### src/rtl/arbitro_memoria_32bits_pkg.sv
// Shared definitions for the two-requester single-port memory sequencer:
// FSM encodings, mux-select values and counter sizing.
package arbitro_memoria_32bits_pkg;

    typedef enum logic [1:0] {
        ST_IDLE = 2'd0,
        ST_BUSY = 2'd1,
        ST_DONE = 2'd2
    } state_e;

    localparam logic SEL_REQ0 = 1'b0;
    localparam logic SEL_REQ1 = 1'b1;

    localparam int MAX_LAT = 15;
    localparam int CNT_W   = 4;

endpackage

### src/rtl/arbitro_memoria_32bits_rr_2.sv
// Two-way tie-break: picks the requester that gets the memory next.
// Round-robin against last_grant, or fixed priority to requester 0.
module arbitro_rr_2
    import arbitro_memoria_32bits_pkg::*;
#(
    parameter int PRIO_FIJA = 0
) (
    input  logic req0,
    input  logic req1,
    input  logic last_grant,
    output logic any_req,
    output logic winner
);

    // NOTE: every output gets a default first so no path through the block
    // leaves it unassigned; that is what keeps this purely combinational.
    always_comb begin
        any_req = req0 | req1;
        winner  = SEL_REQ0;
        if (req0 && req1) begin
            winner = (PRIO_FIJA != 0) ? SEL_REQ0 : ~last_grant;
        end else if (req1) begin
            winner = SEL_REQ1;
        end
    end

endmodule

### src/rtl/arbitro_memoria_32bits.sv
// Sequences a shared single-port 32-bit memory between instruction fetch
// (requester 0) and data load/store (requester 1); all outputs registered.
module arbitro_memoria_32bits
    import arbitro_memoria_32bits_pkg::*;
#(
    parameter int MEM_LAT   = 2,
    parameter int PRIO_FIJA = 0
) (
    input  logic        clk,
    input  logic        rst,
    input  logic        req0,
    input  logic [31:0] addr0,
    input  logic [31:0] wdata0,
    input  logic        we0,
    output logic        ack0,
    output logic [31:0] rdata0,
    input  logic        req1,
    input  logic [31:0] addr1,
    input  logic [31:0] wdata1,
    input  logic        we1,
    output logic        ack1,
    output logic [31:0] rdata1,
    output logic        sel,
    output logic        mem_en,
    output logic        mem_we,
    output logic [31:0] mem_addr,
    output logic [31:0] mem_wdata,
    input  logic [31:0] mem_rdata,
    output logic        busy
);

    if (MEM_LAT < 1 || MEM_LAT > MAX_LAT) begin : g_bad_mem_lat
        $error("arbitro_memoria_32bits: MEM_LAT=%0d outside 1..%0d", MEM_LAT, MAX_LAT);
    end

    localparam logic [CNT_W-1:0] CNT_LAST = CNT_W'(MEM_LAT - 1);

    state_e            state_q, state_d;
    logic [CNT_W-1:0]  cnt_q, cnt_d;
    logic              last_grant_q, last_grant_d;
    logic              sel_q, sel_d;
    logic              mem_en_q, mem_en_d;
    logic              mem_we_q, mem_we_d;
    logic [31:0]       mem_addr_q, mem_addr_d;
    logic [31:0]       mem_wdata_q, mem_wdata_d;
    logic              ack0_q, ack0_d;
    logic              ack1_q, ack1_d;
    logic [31:0]       rdata0_q, rdata0_d;
    logic [31:0]       rdata1_q, rdata1_d;
    logic              busy_q, busy_d;

    logic any_req;
    logic winner;

    arbitro_rr_2 #(
        .PRIO_FIJA (PRIO_FIJA)
    ) u_rr (
        .req0       (req0),
        .req1       (req1),
        .last_grant (last_grant_q),
        .any_req    (any_req),
        .winner     (winner)
    );

    always_comb begin
        state_d      = state_q;
        cnt_d        = cnt_q;
        last_grant_d = last_grant_q;
        sel_d        = sel_q;
        mem_en_d     = mem_en_q;
        mem_we_d     = mem_we_q;
        mem_addr_d   = mem_addr_q;
        mem_wdata_d  = mem_wdata_q;
        rdata0_d     = rdata0_q;
        rdata1_d     = rdata1_q;
        busy_d       = busy_q;
        ack0_d       = 1'b0;
        ack1_d       = 1'b0;

        unique case (state_q)
            ST_IDLE: begin
                if (any_req) begin
                    sel_d        = winner;
                    last_grant_d = winner;
                    mem_addr_d   = (winner == SEL_REQ1) ? addr1  : addr0;
                    mem_wdata_d  = (winner == SEL_REQ1) ? wdata1 : wdata0;
                    mem_we_d     = (winner == SEL_REQ1) ? we1    : we0;
                    mem_en_d     = 1'b1;
                    busy_d       = 1'b1;
                    cnt_d        = '0;
                    state_d      = ST_BUSY;
                end
            end

            ST_BUSY: begin
                cnt_d = cnt_q + 1'b1;
                // mem_rdata is valid in the last access cycle; capture it there.
                if (cnt_q == CNT_LAST) begin
                    if (sel_q == SEL_REQ1) begin
                        rdata1_d = mem_rdata;
                        ack1_d   = 1'b1;
                    end else begin
                        rdata0_d = mem_rdata;
                        ack0_d   = 1'b1;
                    end
                    mem_en_d = 1'b0;
                    mem_we_d = 1'b0;
                    state_d  = ST_DONE;
                end
            end

            ST_DONE: begin
                busy_d  = 1'b0;
                state_d = ST_IDLE;
            end

            default: begin
                mem_en_d = 1'b0;
                mem_we_d = 1'b0;
                busy_d   = 1'b0;
                state_d  = ST_IDLE;
            end
        endcase
    end

    // NOTE: state registers use non-blocking assignments so every flop samples
    // the pre-edge value of every other flop, independent of statement order.
    always_ff @(posedge clk or posedge rst) begin
        if (rst) begin
            state_q      <= ST_IDLE;
            cnt_q        <= '0;
            last_grant_q <= SEL_REQ1;
            sel_q        <= SEL_REQ0;
            mem_en_q     <= 1'b0;
            mem_we_q     <= 1'b0;
            mem_addr_q   <= '0;
            mem_wdata_q  <= '0;
            ack0_q       <= 1'b0;
            ack1_q       <= 1'b0;
            rdata0_q     <= '0;
            rdata1_q     <= '0;
            busy_q       <= 1'b0;
        end else begin
            state_q      <= state_d;
            cnt_q        <= cnt_d;
            last_grant_q <= last_grant_d;
            sel_q        <= sel_d;
            mem_en_q     <= mem_en_d;
            mem_we_q     <= mem_we_d;
            mem_addr_q   <= mem_addr_d;
            mem_wdata_q  <= mem_wdata_d;
            ack0_q       <= ack0_d;
            ack1_q       <= ack1_d;
            rdata0_q     <= rdata0_d;
            rdata1_q     <= rdata1_d;
            busy_q       <= busy_d;
        end
    end

    assign sel       = sel_q;
    assign mem_en    = mem_en_q;
    assign mem_we    = mem_we_q;
    assign mem_addr  = mem_addr_q;
    assign mem_wdata = mem_wdata_q;
    assign ack0      = ack0_q;
    assign ack1      = ack1_q;
    assign rdata0    = rdata0_q;
    assign rdata1    = rdata1_q;
    assign busy      = busy_q;

endmodule
### config.mk
export PLATFORM = sky130hd
export DESIGN_NAME = arbitro_memoria_32bits
export DESIGN_NICKNAME = d
export VERILOG_FILES = /design/src/rtl/arbitro_memoria_32bits_pkg.sv /design/src/rtl/arbitro_memoria_32bits_rr_2.sv /design/src/rtl/arbitro_memoria_32bits.sv
export SDC_FILE = /design/constraint.sdc
export NUM_CORES = 1
export LEC_CHECK = 0
export CORE_ASPECT_RATIO = 1.2
export CORE_MARGIN = 2
export CORE_UTILIZATION = 41
export CTS_BUF_LIST = sky130_fd_sc_hd__clkbuf_4 sky130_fd_sc_hd__clkbuf_8 sky130_fd_sc_hd__clkbuf_16
export CTS_CLUSTER_SIZE = 10
export DETAILED_ROUTE_END_ITERATION = 10
export PLACE_DENSITY = 0.81
export SETUP_SLACK_MARGIN = 0.2
export SYNTH_ARGS = -nofsm -noshare
export SYNTH_HDL_FRONTEND = slang
export SYNTH_SLANG_ARGS = --single-unit
### constraint.sdc
create_clock -name clk -period 6.8 [get_ports clk]
set_input_delay 2.04 -clock clk [delete_from_list [all_inputs] [get_ports clk]]
set_output_delay 2.04 -clock clk [all_outputs]
set_load 0.05 [all_outputs]
## Word level (Yosys, flattened, before mapping)

Cells that the tools add are included.
W data, S select, Z words.

| word-level totals | value |
|---|---|
| word-level logic and storage cells | 56 |
| output and inout port bits | 134 |
| memories | 0 |
| RAM bits | 0 |
| bits in registers | 141 |
| bits in latches | 0 |
| input port bits | 166 |
| ROM bits | 0 |

| operators by class | value |
|---|---|
| bitwise gates (word level) | 5 |
| magnitude comparators | 0 |
| add/sub/neg operators | 1 |
| equal/unequal tests | 5 |
| shift-type cells | 0 |
| muxes and demuxes | 22 |
| divide/modulo/power cells | 0 |
| multiply operators | 0 |
| reductions and logical operators | 10 |

Operators with widths:

| operator | count |
|---|---|
| $mux W32 | 2 |
| $mux W1 | 12 |
| $reduce_and A3 Y1 | 3 |
| $pmux W4 S2 | 1 |
| $reduce_and A2 Y1 | 4 |
| $pmux W1 S3 | 2 |
| $add A4 B1 Y4 const B | 1 |
| $eq A4 B1 Y1 const B | 1 |
| $mux W2 | 2 |
| $mux W4 | 1 |
| $ne A2 B2 Y1 const B | 2 |
| $not A1 Y1 | 4 |
| $pmux W2 S2 | 1 |
| $eq A2 B1 Y1 const B | 1 |
| $eq A2 B2 Y1 const B | 1 |
| $logic_not A2 Y1 | 1 |
| $pmux W1 S2 | 1 |
| $reduce_bool A2 Y1 | 1 |
| $logic_and A1 B1 Y1 | 1 |
| $or A1 B1 Y1 | 1 |

## Logic depth before layout (Yosys ltp)

Gate-level depths: netlist of the first run.

| depth | value |
|---|---|
| word-level depth | 5 |
| gate-level depth with buffers | 6 |
| gate-level depth less buffers | 5 |

## By module

A second synthesis of the first run with hierarchy kept.

| unflattened totals | value |
|---|---|
| cells, all modules | 470 |
| area, all modules | 5891.9 µm² |

By module, submodules not included:

| module | times used | cells each | area an instance (µm²) |
|---|---|---|---|
| arbitro_memoria_32bits | 1 | 468 | 5878.1 |
| arbitro_rr_2 | 1 | 2 | 13.8 |

## Least setup slack after synthesis of the first run

Ideal clock, no wire load.

| path | value |
|---|---|
| kind | input to register |
| from | in req1 |
| to | reg mem_wdata_q[10] (netlist: mem_wdata[10]) |
| cell stages on the path | 5 |
| slack | 3.844 ns |
| required time | 6.666 ns |
| buffers on the path | 2 |
| arrival | 2.822 ns |
| path through | a21bo_2 buf_4 buf_6 mux2i_1 o21ai_0 |

| on the way | value |
|---|---|
| cells in the longest elaborated chain, start to end | 3 |
| elaborated cells on any way between the ends | 6 |
| classes of those cells | mux: 3; bitwise: 1; reduce/logical: 2 |

RTL lines:

| element | line | text |
|---|---|---|
| from (decl) | arbitro_memoria_32bits.sv:17 | `input logic req1,` |
| $mux W1 / $logic_and A1 B1 Y1 (equally long branches) | arbitro_memoria_32bits_rr_2.sv:22, arbitro_memoria_32bits_rr_2.sv:20 |  |
| $mux W1 | arbitro_memoria_32bits_rr_2.sv:20 | `if (req0 && req1) begin` |
| $mux W32 | arbitro_memoria_32bits.sv:86 | `mem_wdata_d = (winner == SEL_REQ1) ? wdata1 : wdata0;` |
| to (signal assigned) | arbitro_memoria_32bits.sv:151 | `mem_wdata_q <= mem_wdata_d;` |
| to (decl) | arbitro_memoria_32bits.sv:45 | `logic [31:0] mem_wdata_q, mem_wdata_d;` |

Parallel ways exist; a longest one is shown, timed or not.
A chain may end at the register's enable or synchronous reset.

## Worst setup path after layout of the first run

| path | value |
|---|---|
| from | in req0 |
| to | reg mem_addr_q[30] (netlist: mem_addr[30]) |

| on the way | value |
|---|---|
| cells in the longest elaborated chain, start to end | 3 |
| elaborated cells on any way between the ends | 5 |
| classes of those cells | mux: 2; bitwise: 1; reduce/logical: 2 |

RTL lines:

| element | line | text |
|---|---|---|
| from (decl) | arbitro_memoria_32bits.sv:11 | `input logic req0,` |
| $logic_and A1 B1 Y1 | arbitro_memoria_32bits_rr_2.sv:20 |  |
| $mux W1 | arbitro_memoria_32bits_rr_2.sv:20 |  |
| $mux W32 | arbitro_memoria_32bits.sv:85 | `mem_addr_d = (winner == SEL_REQ1) ? addr1 : addr0;` |
| to (signal assigned) | arbitro_memoria_32bits.sv:150 | `mem_addr_q <= mem_addr_d;` |
| to (decl) | arbitro_memoria_32bits.sv:44 | `logic [31:0] mem_addr_q, mem_addr_d;` |

Parallel ways exist; a longest one is shown, timed or not.

==> impl_metrics.py, run 1 <==
metrics = {
    "yosys": {
        "ys_top_cells_by_area": "dfrtp_1 (56%), mux2i_1 (10%), o21ai_0 (10%)",
        "synth_edf_count": 0,
        "synth_seq_area_share": 0.569,
        "ys_top_cells_by_count": "dfrtp_1 (140), o21ai_0 (125), mux2i_1 (64), mux2_2 (35), mux2_4 (29)",
        "synth_cell_type_count": 35,
        "postSynthCellCount": 473,
        "synth_area_um2": 6210,
        "syn_area_per_cell_um2": 13.1,
        "synth_ff_type": "dfrtp_1",
        "synth_top_area_cell": "dfrtp_1",
        "synth.top_cell.area_share": 0.565,
        "ys_ff_latch": 141,
        "async_flop_share": 1.00,
        "syn_nets": 641,
        "yosysMostFrequentCell": "dfrtp_1",
        "ys_warn_count": 0,
    },
    "route": {
        "avgRoutedWirePerCell_um": 18.1,
        "top_layer": "met4",
        "vias_per_cell": 5.14,
        "num_vias": 5019,
        "drt_wl_total_um": 17600,
        "wl_met1_um": 6580,
        "detail-route-antenna-nets": 0,
        "wl_met2_um": 9000,
        "firstDrtPassIters": 4,
        "dr.first_iter.drc_count": 256,
        "drc_errors": 0,
        "wl_met3_um": 1600,
    },
    "setup_path": {
        "reg2reg_from": "last_grant_q",
        "critPathKind": "primary input to register",
        "start_kind": "primary input",
        "crit_required_ps": 7070,
        "r2r-end": "mem_addr[30]",
        "crit_fanout": 44,
        "r2r_cells": 4,
        "cp-endpoint": "mem_addr[30]",
        "endpoint_kind": "register",
        "crit_path_start": "req0",
        "r2r_slack_ps": 4500,
        "crit_arrival_ps": 4400,
    },
    "sta": {
        "setup_violations": 0,
        "worst_pin_slew_ps": 1260,
        "period_minus_slack_ps": 4130,
        "rsz0062_at_grt": "false",
        "skew_ps": 12.2,
        "fmax_mhz": 242,
        "tns_ps": 0,
        "fin_crit_sh": 0.608,
        "slew_viol_final": 0,
        "hold_viol_final": 0,
        "slew_headroom": 0.161,
    },
    "pwr": {
        "irDropWorstVdd_uv": 294,
        "power.leakage_nw": 4.27,
        "p_per_area_nw_per_um2": 575,
    },
    "placed_design": {
        "dpl.cell_count": 944,
        "port_buffers": 299,
        "dp_hpwl_um": 12700,
        "gp_congestion": 0.781,
    },
    "global_route": {
        "overflow": 0,
        "grt_antenna_before_repair": 1,
        "grt_pass1_wl_um": 27300,
        "grt_max_degree": 94,
        "grt_pass1_vias": 5267,
        "grtUsageTotal": 0.218,
    },
    "finish": {
        "drive_gt1_frac": 0.145,
        "areaGrowthSynthToFinish_pct": 58.4,
        "final_nets": 927,
        "layout.cells.non_filler": 977,
    },
    "flow_run": {
        "cap_violations": 0,
    },
    "clocking": {
        "clk_pin_slew_ps": 60,
        "insertion_delay_ps": 420,
        "cts_sinks": 141,
        "cts_hold_repair.buffers": 0,
        "h-tree-depth": 4,
        "postCtsSetupRepairBufs": 0,
        "postCtsResizedCells": 0,
        "clock_path_buffers": 2,
        "root_buffer": "clkbuf_16",
        "tritoncts": "yes",
        "cts_buffers": 17,
    },
    "floorplan": {
        "dieHeight_um": 139,
        "die_area_um2": 16100,
        "num_rows": 49,
        "io_pins": 300,
        "initial_utilization": 0.417,
        "core-area_um2": 14900,
        "die_w_um": 116,
    },
    "status": {
        "run_status": "finished, final reports clean",
    },
    "hold_path": {
        "hold_path_depth": 1,
        "hp-class": "register to register",
    },
}
==> metal layers <==
metal,vias to the layer above,track usage
met5,-,0
met4,0,0.0789
met3,35,0.0721
met2,258,0.375
met1,2444,0.250
li1,2282,-
==> cell families (layout without fill, tap and decap cells) <==
| kind of cell | Yosys count | after routing | share of synthesized area |
|---|---|---|---|
| mux | 130 | 130 | 0.241 |
| simple gates | 16 | 16 | 0.0196 |
| other cells | 0 | 1 | 0 |
| fa+ha+maj | 2 | 2 | 0.00403 |
| flops | 141 | 141 | 0.569 |
| buf+inv | 39 | 338 | 0.0437 |
| compound gates | 145 | 145 | 0.123 |
==> critical path: stages <==
cell	delay (ps)
clkdlybuf4s50_1	710
a21bo_4	740
buf_4	500
mux2i_1	260
o21ai_0	100
==> cell type report <==
class | count | area, um^2
fill | 1093 | 5070
sequential | 141 | 3530
timing repair buffer | 302 | 3020
multi-input combinational | 293 | 2430
clock buffer | 17 | 425
tap | 204 | 255
clock inverter | 15 | 150
inverter | 4 | 20.0
antenna | 1 | 2.50
==> per-stage QoR <==
stage          instance area, um^2  utilization  hold WS (ps)  power [W]  setup WS, ps
3_5_place_dp                  9250        0.621           491    0.00477          2210
3_3_place_gp                  9250        0.621           477    0.00469          2400
5_1_grt                       9830        0.660           517    0.00591          2540
6_report                      9830        0.660           505    0.00565          2670
4_1_cts                       9830        0.660           510    0.00569          2660
2_1_floorplan                 6210            -           503    0.00366           980
==> placed cells by master, fill, tap and decap left out, types with 2 or more instances in the layout <==
| cell type | count |
|---|---|
| clkinv_4 | 2 |
| inv_6 | 7 |
| dfrtp_1 | 140 |
| nand2b_1 | 2 |
| inv_8 | 2 |
| o21ai_0 | 125 |
| inv_1 | 3 |
| clkbuf_16 | 17 |
| clkinvlp_4 | 3 |
| o2bb2ai_1 | 3 |
| ha_1 | 2 |
| mux2i_1 | 64 |
| mux2_1 | 2 |
| a22o_1 | 3 |
| buf_4 | 3 |
| clkdlybuf4s50_1 | 299 |
| nor2_1 | 2 |
| or2_2 | 2 |
| o21ai_1 | 7 |
| mux2_4 | 29 |
| mux2_2 | 35 |
==> worst min path at each step <==
stage / start / to / slack [ps]
global placement: rdata0[16] / rdata0[16] / 480
floorplan: cnt_q[1] / cnt_q[1] / 500
global route: rdata0[16] / rdata0[16] / 520
finish: rdata1[17] / rdata1[17] / 500
CTS: rdata1[16] / rdata1[16] / 510
detailed placement: mem_en / mem_en / 490
==> report_power, final <==
| group | total [W] | internal [W] | switching, W |
|---|---|---|---|
| logic | 0.00324 | 0.00117 | 0.00207 |
| registers | 0.00151 | 0.00126 | 0.000251 |
| clock network | 0.000900 | 0.000515 | 0.000385 |
| total | 0.00565 | 0.00295 | 0.00270 |
==> state kept, by name, summed over array words and instances, names as in the netlist <==
register      count
last_grant_q      1
cnt_q             4
ack0              1
sel               1
rdata1           32
mem_addr         32
mem_wdata        32
ack1              1
mem_we            1
mem_en            1
state_q           2
busy              1
rdata0           32
(Power assumes the default switching activity.)
==> run 2: changes to the inputs <==
Clock period 6.8 ns to 4.31 ns, I/O delays scaled along.
==> run 2 against run 1 <==
Effect of this change: register-to-register slack worse by 2500 ps; critical endpoint is now sel; clock power rose by 52%; non-clock buffer count rose by 4; power up 58%; combinational power is 59% higher; global-route usage rose by 0.32 points; via count rose by 0.12%.
==> impl_metrics.py, run 2 (synthesis results as in run 1) <==
metrics = {
    "setup_path": {
        "crit_fanout": 4,
        "crit_arrival_ps": 1640,
        "cp.buffers_inverters": 1,
        "endpoint_kind": "primary output",
        "crit_slowest_cell": "clkdlybuf4s50_1",
        "crit_family": "buffers and inverters",
        "start_kind": "register",
        "critPathKind": "register to primary output",
        "critPathMaxStageDelay_ps": 850,
        "cp_cell_sequence": "clkdlybuf4s50_1",
        "crit_required_ps": 3020,
    },
    "floorplan": {
        "die_w_um": 116,
        "io_pins": 300,
        "core-area_um2": 14900,
        "die_area_um2": 16100,
        "initial_utilization": 0.417,
        "dieHeight_um": 139,
        "num_rows": 49,
    },
    "finish": {
        "multi_input_area_um2": 2430,
        "layout_commonest_cell": "clkdlybuf4s50_1",
        "final_nets": 931,
        "antenna_cells": 0,
        "drive_gt1_frac": 0.148,
        "seq_area_um2": 3530,
        "layout.cells.non_filler": 979,
        "final_cell_mix": "clkdlybuf4s50_1 (299), dfrtp_1 (140), o21ai_0 (125)",
        "areaGrowthSynthToFinish_pct": 59.5,
        "fin_area_um2": 9900,
        "fillCellCount": 1102,
    },
    "route": {
        "dr.first_iter.drc_count": 227,
        "detail-route-antenna-nets": 0,
        "num_vias": 5025,
        "drt_wl_total_um": 17800,
        "drc_errors": 0,
        "vias_per_cell": 5.13,
        "avgRoutedWirePerCell_um": 18.2,
        "firstDrtPassIters": 4,
    },
    "pwr": {
        "p_comb_frac": 0.580,
        "p_switching_w": 0.00423,
        "total_power_w": 0.00890,
        "irDropWorstVdd_uv": 417,
        "power.leakage_nw": 4.30,
        "clkPwrFrac": 0.154,
        "p_per_area_nw_per_um2": 899,
        "seqPwrFrac": 0.267,
        "swShare": 0.475,
        "intPower_w": 0.00467,
    },
    "sta": {
        "period_minus_slack_ps": 2940,
        "holdWs_ps": 497,
        "fmax_mhz": 341,
        "hold_viol_final": 0,
        "fin_crit_sh": 0.681,
        "tns_ps": 0,
        "rsz0062_at_grt": "false",
        "slew_viol_final": 0,
        "slew_headroom": 0.240,
        "setup_violations": 0,
        "skew_ps": 8.87,
        "worst_pin_slew_ps": 1140,
    },
    "placed_design": {
        "dpl.cell_count": 948,
        "gp_congestion": 0.815,
        "place_area_um2": 9340,
        "dp_hpwl_um": 13200,
        "port_buffers": 299,
    },
    "clocking": {
        "cts_sinks": 141,
        "clk_pin_slew_ps": 60,
        "clock_path_buffers": 2,
        "postCtsSetupRepairBufs": 0,
        "cts_hold_repair.buffers": 0,
        "h-tree-depth": 4,
        "tritoncts": "yes",
        "root_buffer": "clkbuf_16",
        "cts_buffers": 17,
        "postCtsResizedCells": 0,
        "insertion_delay_ps": 400,
    },
    "global_route": {
        "overflow": 0,
        "grtUsageTotal": 0.221,
        "grt_pass1_wl_um": 27900,
        "grt_max_degree": 67,
        "grt_pass1_vias": 5424,
        "grt_antenna_before_repair": 0,
    },
    "status": {
        "run_status": "finished, final reports clean",
    },
    "hold_path": {
        "hp-class": "register to register",
    },
    "flow_run": {
        "cap_violations": 0,
    },
}
==> run 2: cell types whose count changed in the layout (fill, tap and decap cells not counted), sizes merged <==
cell,before,now
inv,12,5
buf,3,7
clkbuf,17,18
diode,1,0
clkinv,3,8
==> run 2: final cells by class <==
class / count / area share
sequential: 141 / 0.357
timing repair buffer: 306 / 0.314
multi-input combinational: 293 / 0.246
clock buffer: 18 / 0.0444
tap: 204 / 0.0258
clock inverter: 13 / 0.0119
inverter: 4 / 0.00190
==> run 2: through the flow <==
step            util  worst slack (ps)
3_3_place_gp   0.627              1110
2_1_floorplan      -              1250
5_1_grt        0.664              1330
3_5_place_dp   0.627              1020
4_1_cts        0.664              1360
6_report       0.664              1370
==> run 2: path summary, 6_finish.rpt <==
check                                 from      endpoint  slack [ps]  depth (start not counted)
worst max register to register    cnt_q[1]    rdata1[18]        2000                          4
worst max-delay path                   sel           sel        1370                          1
min in group asynchronous              rst  mem_wdata[2]        1450                          2
max in group asynchronous              rst  mem_wdata[1]        2100                          3
worst min register to register  rdata0[16]    rdata0[16]         500                          1
worst min-delay path            rdata0[16]    rdata0[16]         500                          1
==> run 2: power groups by stage <==
stage               clock (W)  combinational (W)  sequential [W]
detailed placement          0            0.00519         0.00238
floorplan                   0            0.00128         0.00449
finish                0.00137            0.00516         0.00237
global placement            0            0.00508         0.00234
CTS                   0.00140            0.00520         0.00237
global route          0.00147            0.00541         0.00245
==> run 2: routing by layer <==
metal	up-vias	GRT usage	part of all wire
met3	37	0.0717	0.087
met1	2435	0.253	0.38
met4	0	0.0833	0.027
li1	2293	-	-
met2	260	0.381	0.50
met5	-	0	0
